--- src/rtl/vga_scan_engine.sv ---
// vga_scan_engine: programmable VGA timing generator and scaled frame-buffer scan-out.
//
// Counts pixel clocks (h_count) and lines (v_count), issues a source-pixel read address for
// positions inside the centred image window, and carries per-position flags down a
// FETCH_LATENCY-deep pipeline so that video, sync and status leave the output register
// aligned with the returning pixel data.
//
// Ports:
//   vga_clk         pixel clock, all state on its rising edge
//   reset_n         asynchronous active-low reset
//   read_pixel_num  source pixel address y_src*SRC_W + x_src (0 outside the window)
//   read_en         read_pixel_num addresses an in-window pixel
//   read_pixel_rgb  {r,g,b} returned FETCH_LATENCY clocks after its address
//   vga_r/g/b       registered video
//   vga_hs/vga_vs   registered sync, asserted level set by HS_POL / VS_POL
//   frame_start     one-clock pulse at position (0,0), output-aligned
//   vblank          high on lines outside vertical active, output-aligned
module vga_scan_engine #(
  parameter int unsigned H_SYNC        = 96,
  parameter int unsigned H_BACK        = 48,
  parameter int unsigned H_ACTIVE      = 640,
  parameter int unsigned H_FRONT       = 16,
  parameter int unsigned V_SYNC        = 2,
  parameter int unsigned V_BACK        = 33,
  parameter int unsigned V_ACTIVE      = 480,
  parameter int unsigned V_FRONT       = 10,
  parameter bit          HS_POL        = 1'b0,
  parameter bit          VS_POL        = 1'b0,
  parameter int unsigned SRC_W         = 256,
  parameter int unsigned SRC_H         = 240,
  parameter int unsigned SCALE         = 2,
  parameter int unsigned FETCH_LATENCY = 2,
  parameter logic [11:0] BORDER_RGB    = 12'h000,
  parameter int unsigned ADDR_W        = $clog2(SRC_W * SRC_H)
) (
  input  logic              vga_clk,
  input  logic              reset_n,
  output logic [ADDR_W-1:0] read_pixel_num,
  output logic              read_en,
  input  logic [11:0]       read_pixel_rgb,
  output logic [3:0]        vga_r,
  output logic [3:0]        vga_g,
  output logic [3:0]        vga_b,
  output logic              vga_hs,
  output logic              vga_vs,
  output logic              frame_start,
  output logic              vblank
);

  localparam int unsigned H_TOTAL = H_SYNC + H_BACK + H_ACTIVE + H_FRONT;
  localparam int unsigned V_TOTAL = V_SYNC + V_BACK + V_ACTIVE + V_FRONT;
  localparam int unsigned HW      = $clog2(H_TOTAL);
  localparam int unsigned VW      = $clog2(V_TOTAL);

  localparam int unsigned H_ACT_START = H_SYNC + H_BACK;
  localparam int unsigned H_ACT_END   = H_ACT_START + H_ACTIVE;
  localparam int unsigned V_ACT_START = V_SYNC + V_BACK;
  localparam int unsigned V_ACT_END   = V_ACT_START + V_ACTIVE;

  localparam int unsigned HOFF        = (H_ACTIVE - SRC_W * SCALE) / 2;
  localparam int unsigned VOFF        = (V_ACTIVE - SRC_H * SCALE) / 2;
  localparam int unsigned H_WIN_START = H_ACT_START + HOFF;
  localparam int unsigned H_WIN_END   = H_WIN_START + SRC_W * SCALE;
  localparam int unsigned V_WIN_START = V_ACT_START + VOFF;
  localparam int unsigned V_WIN_END   = V_WIN_START + SRC_H * SCALE;

  localparam int unsigned SHIFT = (SCALE == 4) ? 2 : ((SCALE == 2) ? 1 : 0);

  // Elaboration-time parameter checks
  if (SCALE != 1 && SCALE != 2 && SCALE != 4) begin : g_bad_scale
    $fatal(1, "vga_scan_engine: SCALE must be 1, 2 or 4");
  end
  if (SRC_W * SCALE > H_ACTIVE) begin : g_bad_width
    $fatal(1, "vga_scan_engine: SRC_W*SCALE exceeds H_ACTIVE");
  end
  if (SRC_H * SCALE > V_ACTIVE) begin : g_bad_height
    $fatal(1, "vga_scan_engine: SRC_H*SCALE exceeds V_ACTIVE");
  end
  if (FETCH_LATENCY < 1) begin : g_bad_latency
    $fatal(1, "vga_scan_engine: FETCH_LATENCY must be at least 1");
  end

  typedef struct packed {
    logic win;
    logic act;
    logic hs;
    logic vs;
    logic fs;
    logic vb;
  } flags_t;

  // ---------------------------------------------------------------------------
  // Scan counters
  // ---------------------------------------------------------------------------
  logic [HW-1:0] h_count_q;
  logic [VW-1:0] v_count_q;
  logic [31:0]   h_ext;
  logic [31:0]   v_ext;
  logic          h_last;
  logic          v_last;

  assign h_ext  = 32'(h_count_q);
  assign v_ext  = 32'(v_count_q);
  assign h_last = (h_ext == H_TOTAL - 1);
  assign v_last = (v_ext == V_TOTAL - 1);

  always_ff @(posedge vga_clk or negedge reset_n) begin
    if (!reset_n) begin
      h_count_q <= '0;
      v_count_q <= '0;
    end else if (h_last) begin
      h_count_q <= '0;
      v_count_q <= v_last ? '0 : v_count_q + 1'b1;
    end else begin
      h_count_q <= h_count_q + 1'b1;
    end
  end

  // ---------------------------------------------------------------------------
  // Stage 0: classification and address generation
  // ---------------------------------------------------------------------------
  logic              h_act;
  logic              v_act;
  logic              h_win;
  logic              v_win;
  logic              in_win;
  logic [ADDR_W-1:0] x_src;
  logic [ADDR_W-1:0] y_src;
  flags_t            raw;

  assign h_act  = (h_ext >= H_ACT_START) && (h_ext < H_ACT_END);
  assign v_act  = (v_ext >= V_ACT_START) && (v_ext < V_ACT_END);
  assign h_win  = (h_ext >= H_WIN_START) && (h_ext < H_WIN_END);
  assign v_win  = (v_ext >= V_WIN_START) && (v_ext < V_WIN_END);
  assign in_win = h_win && v_win;

  // Offsets are only meaningful inside the window; outside, the address is forced to 0.
  assign x_src = ADDR_W'((h_ext - H_WIN_START) >> SHIFT);
  assign y_src = ADDR_W'((v_ext - V_WIN_START) >> SHIFT);

  assign read_pixel_num = in_win ? ADDR_W'(y_src * SRC_W) + x_src : '0;
  assign read_en        = in_win && reset_n;

  always_comb begin
    raw     = '0;
    raw.win = in_win;
    raw.act = h_act && v_act;
    raw.hs  = (h_ext < H_SYNC);
    raw.vs  = (v_ext < V_SYNC);
    raw.fs  = (h_count_q == '0) && (v_count_q == '0);
    raw.vb  = !v_act;
  end

  // ---------------------------------------------------------------------------
  // Flag pipeline, matched to the frame-buffer read latency
  // ---------------------------------------------------------------------------
  flags_t pipe_q [FETCH_LATENCY];
  flags_t last;

  always_ff @(posedge vga_clk or negedge reset_n) begin
    if (!reset_n) begin
      for (int i = 0; i < FETCH_LATENCY; i++) begin
        pipe_q[i] <= '0;
      end
    end else begin
      pipe_q[0] <= raw;
      for (int i = 1; i < FETCH_LATENCY; i++) begin
        pipe_q[i] <= pipe_q[i-1];
      end
    end
  end

  assign last = pipe_q[FETCH_LATENCY-1];

  // ---------------------------------------------------------------------------
  // Output register
  // ---------------------------------------------------------------------------
  logic [11:0] rgb_d, rgb_q;
  logic        hs_d, hs_q;
  logic        vs_d, vs_q;
  logic        fs_q;
  logic        vb_q;

  always_comb begin
    rgb_d = 12'h000;
    if (last.win) begin
      rgb_d = read_pixel_rgb;
    end else if (last.act) begin
      rgb_d = BORDER_RGB;
    end
    hs_d = last.hs ? HS_POL : ~HS_POL;
    vs_d = last.vs ? VS_POL : ~VS_POL;
  end

  always_ff @(posedge vga_clk or negedge reset_n) begin
    if (!reset_n) begin
      rgb_q <= 12'h000;
      hs_q  <= ~HS_POL;
      vs_q  <= ~VS_POL;
      fs_q  <= 1'b0;
      vb_q  <= 1'b0;
    end else begin
      rgb_q <= rgb_d;
      hs_q  <= hs_d;
      vs_q  <= vs_d;
      fs_q  <= last.fs;
      vb_q  <= last.vb;
    end
  end

  assign vga_r       = rgb_q[11:8];
  assign vga_g       = rgb_q[7:4];
  assign vga_b       = rgb_q[3:0];
  assign vga_hs      = hs_q;
  assign vga_vs      = vs_q;
  assign frame_start = fs_q;
  assign vblank      = vb_q;

endmodule

--- config.mk ---
export PLATFORM = sky130hd
export DESIGN_NAME = vga_scan_engine
export DESIGN_NICKNAME = d
export VERILOG_FILES = /design/src/rtl/vga_scan_engine.sv
export SDC_FILE = /design/constraint.sdc
export NUM_CORES = 1
export LEC_CHECK = 0
export CAP_MARGIN = 40
export CORE_UTILIZATION = 52
export CTS_CLUSTER_SIZE = 10
export DETAILED_ROUTE_END_ITERATION = 8
export GPL_TIMING_DRIVEN = 0
export PLACE_DENSITY_LB_ADDON = 0.08
export SYNTH_ARGS = -nofsm -noshare
export SYNTH_HDL_FRONTEND = slang
export SYNTH_SLANG_ARGS = --single-unit
--- constraint.sdc ---
create_clock -name vga_clk -period 3.3 [get_ports vga_clk]
set_clock_uncertainty 0.15 [all_clocks]
set_input_delay 0.495 -clock vga_clk [delete_from_list [all_inputs] [get_ports vga_clk]]
set_output_delay 0.495 -clock vga_clk [all_outputs]
set_load 0.02 [all_outputs]
==> results.yml <==
detailed_routing:
  route.met3.wl_um: 326
  wl_met1_mm: 2.50
  drt_wl_total_mm: 5.51
  vias: 2012
  met2_wirelength_mm: 2.61
  drt_first_pass_iters: 4
  drc: 0
  ant_nets: 0
  viasPerCell: 5.44
  wl_per_cell_um: 14.9
  drt_iter0_markers: 110
  routed.top_layer: "met4"
place:
  portBuffers: 46
  dp_hpwl_mm: 3.50
  gp_congestion: 0.839
  dp_slack_ns: -0.452
sta:
  fmax_ghz: 0.299
  rsz0062_at_grt: "yes"
  drv_slew: 0
  slew_headroom: 0.558
  timing.final.crit_share: 1.01
  tightest_slew_ns: 0.659
  setup_slack_ns: -0.0430
  setup_viol: 2
  hold_violations: 0
  fin_crit_ns: 3.34
grt:
  antenna_found_initial: 0
  grt_usage: 0.220
  grt_max_degree: 30
  grt_first_pass_wirelength_mm: 8.70
  grt_pass1_vias: 1875
  globalRoute.totalOverflow: 0
synthesis:
  synth_common_cells: "44 x dfrtp_1, 31 x nor2_1, 15 x and2_1, 15 x inv_1"
  synth_edf_count: 0
  ys_warn_count: 0
  synth-seq-cells: 46
  synth_most_common_cell: "dfrtp_1"
  synthDominantAreaCellType: "dfrtp_1"
  syn_area_um2: 2530
  syn_area_per_cell_um2: 10.2
  yosysSeqAreaShare: 0.456
  synthArstFlopShare: 1.00
  yosys-top-cells-area: "dfrtp_1 44%, ha_1 6.9%, nor2_1 4.6%, xnor2_1 3.8%, xor2_1 3.8%"
  synth_top_area_frac: 0.436
  ys.flop_type: "dfrtp_1"
  synth_cell_types: 52
  postSynthCellCount: 247
  synth_fp_nets: 276
die:
  die_h_um: 71.7
  die_area_um2: 5140
  core_area_um2: 4500
  num_rows: 24
  ios: 47
  initial_core_util: 0.561
  die_w_um: 71.7
hold_path:
  hp-start: "last[2]"
  hold_class: "reg -> reg"
layout:
  diodes: 0
  num-fill-cells: 329
  drive_above_1_share: 0.242
  syn2layout_area_growth_pct: 33.7
  nNetsFinal: 347
cts:
  numCtsBuffers: 5
  cts_buffer_depth: 2
  cts-root-buf: "clkbuf_8"
  cts_tree: "built"
  clk_pin_slew_worst_paths_ns: 0.09
  clock_sinks: 46
  clk_latency_ns: 0.30
  h-tree-depth: 2
job:
  drv_cap: 0
setup_path:
  cp_cell_sequence: "buf_8 > or3_4 > nand2b_4 > a21oi_2 > xor2_1 > ha_1 > buf_4 > nor2b_1 > a221oi_2 > a21oi_1 > buf_4"
  cp.depth: 11
  worstSetupPathType: "reg -> out"
  cp_slowest_cell: "dfrtp_1"
  worst_r2r_path_depth: 6
  setup.worst_path.end: "read_pixel_num[14]"
  max_stage_delay_ns: 0.40
  required_ns: 2.65
  crit_family: "simple AND/OR/NAND/NOR gates"
  startpoint: "v_count_q[3]"
  path_buf_inv: 3
  cp-start-kind: "flop"
  crit_path_frequent_cell: "buf_4"
  ff2ff_setup_slack_ns: 0.91
  r2r_start: "h_count_q[0]"
  cp-end-kind: "primary output"
  cp.arrival_ns: 2.70
  r2r_end: "v_count_q[4]"
  critPathMaxFanout: 6
pwr:
  p_per_area_nw_per_um2: 271
  p_total_uw: 916
  power_leakage_nw: 1.59
  ir_drop_mv: 0.145
status:
  run_status: "finished, violations left"
  violations: "setup timing"
## through the flow
step / TNS (ns) / hold slack (ns) / cell area, um2 / cells / util
3_5_place_dp: -1.46 / 0.185 / 3070 / 346 / 0.681
2_1_floorplan: 0 / 0.0494 / 2530 / 247 / -
6_report: -0.0858 / 0.200 / 3380 / 370 / 0.750
4_1_cts: -0.0762 / 0.203 / 3240 / 362 / 0.720
5_1_grt: -0.896 / 0.207 / 3380 / 370 / 0.750
3_3_place_gp: -2.23 / 0.183 / 3050 / 345 / 0.678
## cell type report
class                           instances  area (um2)  area share
Inverter                               16        60.1      0.0178
Tap cell                               52        65.1      0.0193
Timing Repair Buffer                   64         587       0.174
Buffer                                 11         101      0.0300
Multi-Input combinational cell        174        1330       0.393
Clock buffer                            5        68.8      0.0204
Sequential cell                        46        1160       0.343
Clock inverter                          2        10.0     0.00296
## worst min-delay path by stage
| stage | to | slack, ns | depth (start not counted) |
|---|---|---|---|
| final | vga_vs | 0.20 | 1 |
| after CTS | vga_vs | 0.20 | 1 |
| after global placement | last[5] | 0.18 | 0 |
| after floorplan | frame_start | 0.05 | 0 |
| after detailed placement | last[1] | 0.18 | 0 |
| after global routing | vblank | 0.21 | 0 |
## metal layers
metal,vias up,GRT usage
met1,946,0.309
met2,71,0.350
met3,12,0.0380
met5,-,0
li1,983,-
met4,0,0.0719
## flip-flops by register name, summed over array words and instances, names as in the netlist
signal	cells
v_count_q	10
vblank	1
pipe_q	5
vga_vs	1
last	5
rgb_q	12
vga_hs	1
h_count_q	10
frame_start	1
## timing repair
item | in CTS | in global routing
pin swaps | 4 | 13
hold buffers | 1 | 0
setup buffers | 8 | 8
hold endpoints to repair | 17 | 0
endpoints found under the setup margin | 17 | 5
gates resized for setup | 47 | 21
## placed cells by master, fill, tap and decap left out, types with 3 or more instances in the layout
master,instances
dfrtp_1,41
nor2_1,31
clkdlybuf4s50_1,28
buf_4,18
and2_1,15
inv_1,14
o21ai_0,12
nand2_1,11
xnor2_1,10
xor2_1,10
dlygate4sd2_1,9
clkbuf_8,8
ha_1,8
nand4_1,6
a31oi_1,5
ha_2,5
clkbuf_1,4
a21oi_1,4
a21o_1,4
nor3_1,4
nand3_1,3
dfrtp_2,3
buf_2,3
clkdlybuf4s15_1,3
## where the power goes
| group | internal, mW | total [mW] | switching, mW |
|---|---|---|---|
| logic | 0.0158 | 0.0284 | 0.0127 |
| registers | 0.563 | 0.563 | 0 |
| clock network | 0.142 | 0.325 | 0.182 |
| total | 0.721 | 0.916 | 0.195 |
## kinds of logic (layout without fill, tap and decap cells)
| family | count (synthesis) | after routing | synth area share |
|---|---|---|---|
| and+or+nand+nor | 94 | 94 | 0.210 |
| muxes | 2 | 2 | 0.00842 |
| adders and majority gates | 15 | 15 | 0.0772 |
| buffers and inverters | 27 | 98 | 0.0609 |
| DFF | 46 | 46 | 0.456 |
| xor gates and xnor gates | 23 | 23 | 0.0851 |
| AOI/OAI and AO/OA | 40 | 40 | 0.101 |
No activity file was read; power rests on OpenSTA's default activity.
